## config.mk

```make
export PLATFORM = sky130hd
export DESIGN_NAME = led_status_decoder
export DESIGN_NICKNAME = d
export VERILOG_FILES = /design/src/rtl/led_status_decoder.sv
export SDC_FILE = /design/constraint.sdc
export NUM_CORES = 1
export LEC_CHECK = 0
export CORE_MARGIN = 3
export CORE_UTILIZATION = 25
export DETAILED_ROUTE_END_ITERATION = 8
export GPL_TIMING_DRIVEN = 0
export PLACE_DENSITY = 0.48
export SYNTH_ARGS = -nofsm -noshare
export SYNTH_HDL_FRONTEND = slang
export SYNTH_SLANG_ARGS = --single-unit
```

## constraint.sdc

```tcl
create_clock -name Clk -period 3.48 [get_ports Clk]
set_clock_uncertainty 0.15 [all_clocks]
set_input_delay 0.348 -clock Clk [delete_from_list [all_inputs] [get_ports Clk]]
set_output_delay 0.348 -clock Clk [all_outputs]
set_load 0.01 [all_outputs]
```

## src/rtl/led_status_decoder.sv

```systemverilog
// led_status_decoder
//   Recovers the 2-bit status code carried on a remote board's blinking
//   status LED. Each frame is a long low gap followed by 1..3 slot-wide high
//   pulses separated by slot-wide lows, which give codes 0..2. A line held
//   high for a long time means code 3.
//
// Ports
//   Clk        in   system clock
//   Rst        in   synchronous active-high reset
//   led_in     in   blink line, asynchronous to Clk
//   state      out  last decoded status code
//   valid      out  high once any frame has been decoded since reset
//   frame_stb  out  one-cycle pulse each time state is (re)committed
//   err_stb    out  one-cycle pulse on a malformed frame
module led_status_decoder #(
    parameter int SLOT_CLKS   = 4,
    parameter int TOL_CLKS    = 1,
    parameter int GAP_SLOTS   = 8,
    parameter int SOLID_SLOTS = 16,
    parameter int CNT_W       = 8
) (
    input  logic       Clk,
    input  logic       Rst,
    input  logic       led_in,
    output logic [1:0] state,
    output logic       valid,
    output logic       frame_stb,
    output logic       err_stb
);

    localparam logic [CNT_W-1:0] GAP     = CNT_W'(GAP_SLOTS * SLOT_CLKS);
    localparam logic [CNT_W-1:0] SOLID   = CNT_W'(SOLID_SLOTS * SLOT_CLKS);
    localparam logic [CNT_W-1:0] LEN_MIN = CNT_W'(SLOT_CLKS - TOL_CLKS);
    localparam logic [CNT_W-1:0] LEN_MAX = CNT_W'(SLOT_CLKS + TOL_CLKS);
    localparam logic [CNT_W-1:0] RUN_MAX = '1;

    typedef enum logic [2:0] {
        SYNC, ARMED, PULSE_HI, PULSE_LO, SOLIDHI
    } fsm_t;

    fsm_t       fsm, fsm_nxt;
    logic       sync_q, s, s_prev;
    logic [CNT_W-1:0] run;
    logic [2:0] npulse, npulse_nxt;
    logic       commit, err;
    logic [1:0] code;
    logic       edge_det, rise, fall, legal, at_gap, at_solid;

    // While no edge is seen, run holds the width so far of the current
    // level; on an edge it still holds the width of the level that ended.
    assign edge_det = s ^ s_prev;
    assign rise     = edge_det & s;
    assign fall     = edge_det & ~s;
    assign legal    = (run >= LEN_MIN) && (run <= LEN_MAX);
    // An edge in the same cycle always wins over a run threshold.
    assign at_gap   = ~edge_det & ~s & (run == GAP);
    assign at_solid = ~edge_det &  s & (run == SOLID);

    // Input path: 2-flop synchroniser, edge detect and saturating run count.
    always_ff @(posedge Clk) begin
        if (Rst) begin
            sync_q <= 1'b0;
            s      <= 1'b0;
            s_prev <= 1'b0;
            run    <= '0;
        end else begin
            sync_q <= led_in;
            s      <= sync_q;
            s_prev <= s;
            if (edge_det)
                run <= CNT_W'(1);
            else if (run != RUN_MAX)
                run <= run + CNT_W'(1);
        end
    end

    always_ff @(posedge Clk) begin
        if (Rst) begin
            fsm    <= SYNC;
            npulse <= '0;
        end else begin
            fsm    <= fsm_nxt;
            npulse <= npulse_nxt;
        end
    end

    always_comb begin
        fsm_nxt    = fsm;
        npulse_nxt = npulse;
        commit     = 1'b0;
        err        = 1'b0;
        code       = state;
        case (fsm)
            SYNC: begin
                if (at_gap) begin
                    fsm_nxt = ARMED;
                end else if (at_solid) begin
                    commit  = 1'b1;
                    code    = 2'd3;
                    fsm_nxt = SOLIDHI;
                end
            end
            ARMED: begin
                npulse_nxt = '0;
                if (rise)
                    fsm_nxt = PULSE_HI;
            end
            PULSE_HI: begin
                if (fall) begin
                    if (!legal || npulse == 3'd3) begin
                        err = 1'b1;
                    end else begin
                        npulse_nxt = npulse + 3'd1;
                        fsm_nxt    = PULSE_LO;
                    end
                end else if (at_solid) begin
                    commit  = 1'b1;
                    code    = 2'd3;
                    fsm_nxt = SOLIDHI;
                end
            end
            PULSE_LO: begin
                if (rise) begin
                    if (legal)
                        fsm_nxt = PULSE_HI;
                    else
                        err = 1'b1;
                end else if (at_gap) begin
                    // npulse is 1..3 here, mapping to codes 0..2
                    commit  = 1'b1;
                    code    = 2'(npulse - 3'd1);
                    fsm_nxt = ARMED;
                end
            end
            SOLIDHI: begin
                if (fall)
                    fsm_nxt = SYNC;
            end
            default: fsm_nxt = SYNC;
        endcase
        if (err)
            fsm_nxt = SYNC;
    end

    always_ff @(posedge Clk) begin
        if (Rst) begin
            state     <= 2'd0;
            valid     <= 1'b0;
            frame_stb <= 1'b0;
            err_stb   <= 1'b0;
        end else begin
            frame_stb <= commit;
            err_stb   <= err;
            if (commit) begin
                state <= code;
                valid <= 1'b1;
            end
        end
    end

endmodule

```

==> impl_metrics.ini <==
[clock_tree]
cts_setup_buffers = 0
cts_tree = done
clockBufferDepth = 2
htree_levels = 1
numCtsBuffers = 3
cts_hold_buf = 0
clk_latency_ns = 0.26
post_cts_resized = 0
cts-root-buf = clkbuf_8
cts_num_sinks = 22
clkTransAtPathRegs_ns = 0.08

[sta]
clock.fmax_ghz = 0.395
rsz0062_at_grt = no
fin_crit_ns = 2.53
drv_slew = 0
finalSetupViolCount = 0
slew_headroom = 0.463
min_period_over_period = 0.728
tightest_slew_ns = 0.794
hold_violations = 0
setup-tns-final_ns = 0

[synthesis]
yosysTopAreaCellShare = 0.370
yosysMostFrequentCell = nor2_1
syn_area_sq_um = 1190
synth_commonest_cells = nor2_1 (23), dfxtp_1 (22), ha_1 (10)
synthesis.nets = 150
syn_avg_cell_area_sq_um = 8.69
syn_inst = 137
synthArstFlopShare = 0
synthTopCellsByArea = dfxtp_1 (37%), ha_1 (11%), nor2_1 (7.3%), nor2b_1 (2.6%), mux2i_1 (2.5%)
synth_cell_types = 39
ys_seq_area_frac = 0.370
yosys.area.top_type = dfxtp_1
ys_ff_latch = 22
synth_edf_count = 0
ys.flop_type = dfxtp_1
yosysWarnings = 0

[global_routing]
first_global_vias = 958
grt_pass1_wl_mm = 4.20
grt_use_total = 0.0965
grt_max_degree = 13
gr-total-overflow = 0
antenna_found_initial = 0

[drt]
wl_per_cell_microns = 11.8
routed_via_density = 4.86
drt_drc_violations_left = 0
dr.pass1.iters = 4
first_iter_violations = 14
vias = 972
wirelength_mm = 2.37
antenna_left = 0

[power_and_ir_drop]
leakage_nw = 0.527
powerDensity_nw_per_um2 = 345
ir_drop_uv = 123

[worst_setup_path]
worst_path_max_delay_cell = nor4b_1
crit_path_start_kind = register
slowest_delay_ns = 0.65
crit_arrival_ns = 2.52
worstSetupPathType = register to register
cp_max_fo = 6
critical_path.cell_chain = inv_1 -> ha_1 -> nor4b_1 -> nor4b_2 -> and4_1 -> nor3_1
cp.required_ns = 3.47
cp-end-kind = register

[placement]
placed_cell_area_sq_um = 1330
gp_congestion = 0.745
placed_cells = 196
io_buffer_count = 7
dpl.hpwl_mm = 1.80

[final_layout]
n_antenna_cell = 0
drive_gt1_frac = 0.0676
final_area_sq_um = 1380
final_nets = 162
area_growth_pct = 16.0
fin_cells = 200
fillCellCount = 463

[floorplanning]
rows = 24
num_io_pins = 8
initial_core_util = 0.266
design.core.area_sq_um = 4470
fp.dieW_microns = 75.0
fp.dieArea_sq_um = 5620
die_height_microns = 75.0

[hold_path]
min_path_type = register to register

[run]
maxCapViolCount = 0

[status]
status = complete, no violations
layout by cell type (no fill, tap or decap), drive strengths merged, types with 3 or more instances in the layout:
| master | n |
|---|---|
| a31oi | 3 |
| mux2i | 3 |
| nor4b | 3 |
| nand3 | 6 |
| ha | 10 |
| inv | 5 |
| nor2 | 23 |
| nor2b | 5 |
| o21ai | 4 |
| dfxtp | 22 |
| a21oi | 4 |
| clkdlybuf4s50 | 7 |
| nand2 | 8 |
| clkbuf | 9 |
| nor3 | 4 |
routing by layer:
layer  track usage  part of all wire  vias to the layer above
li1              -                 -                      501
met1         0.125              0.50                      454
met2         0.154              0.47                       11
met3        0.0160             0.018                        6
met4        0.0494             0.019                        0
met5             0                 0                        -
cells by family after synthesis:
family | synth area share
simple gates | 0.335
flops | 0.370
compound gates | 0.0915
buf+inv | 0.0315
fa+ha+maj | 0.105
mux | 0.0442
xor+xnor | 0.0221
flip-flops by register name (all words and copies together) (netlist names):
register / count
s_prev: 1
run: 8
err_stb: 1
fsm: 3
s: 1
npulse: 3
state: 2
frame_stb: 1
valid: 1
sync_q: 1
worst paths after layout:
kind / start / end / slack (ns) / cells past startpoint
max reg2reg: run[0] / state[1] / 0.95 / 6
max: run[0] / state[1] / 0.95 / 6
min: sync_q / s / 0.29 / 1
min reg2reg: sync_q / s / 0.29 / 1
critical path, delay by kind of cell (launching register included):
family                     cells  cell delay (ns)
and+or+nand+nor                4             1.62
adders and majority gates      1             0.16
buffers and inverters          1             0.14
DFF                            1             0.35
power breakdown:
part	total (mW)	internal, mW	switching, mW
logic	0.0319	0.0128	0.0191
registers	0.260	0.256	0.00377
clock network	0.185	0.101	0.0840
through the flow:
| step | utilization | setup slack, ns | power (mW) | hold slack (ns) |
|---|---|---|---|---|
| after floorplan | - | 1.46 | 0.288 | 0.264 |
| after global placement | 0.296 | 0.971 | 0.298 | 0.274 |
| after detailed placement | 0.296 | 0.968 | 0.298 | 0.277 |
| after CTS | 0.308 | 0.941 | 0.486 | 0.297 |
| after global routing | 0.308 | 0.553 | 0.500 | 0.307 |
| final | 0.308 | 0.945 | 0.476 | 0.291 |
cell type report:
| cell class | instances | area, sq um | area share |
|---|---|---|---|
| Timing Repair Buffer | 7 | 70.1 | 0.0508 |
| Clock buffer | 4 | 55.1 | 0.0399 |
| Multi-Input combinational cell | 105 | 712 | 0.516 |
| Buffer | 5 | 18.8 | 0.0136 |
| Sequential cell | 22 | 440 | 0.319 |
| Inverter | 5 | 18.8 | 0.0136 |
| Tap cell | 52 | 65.1 | 0.0471 |
(Power assumes the default switching activity.)
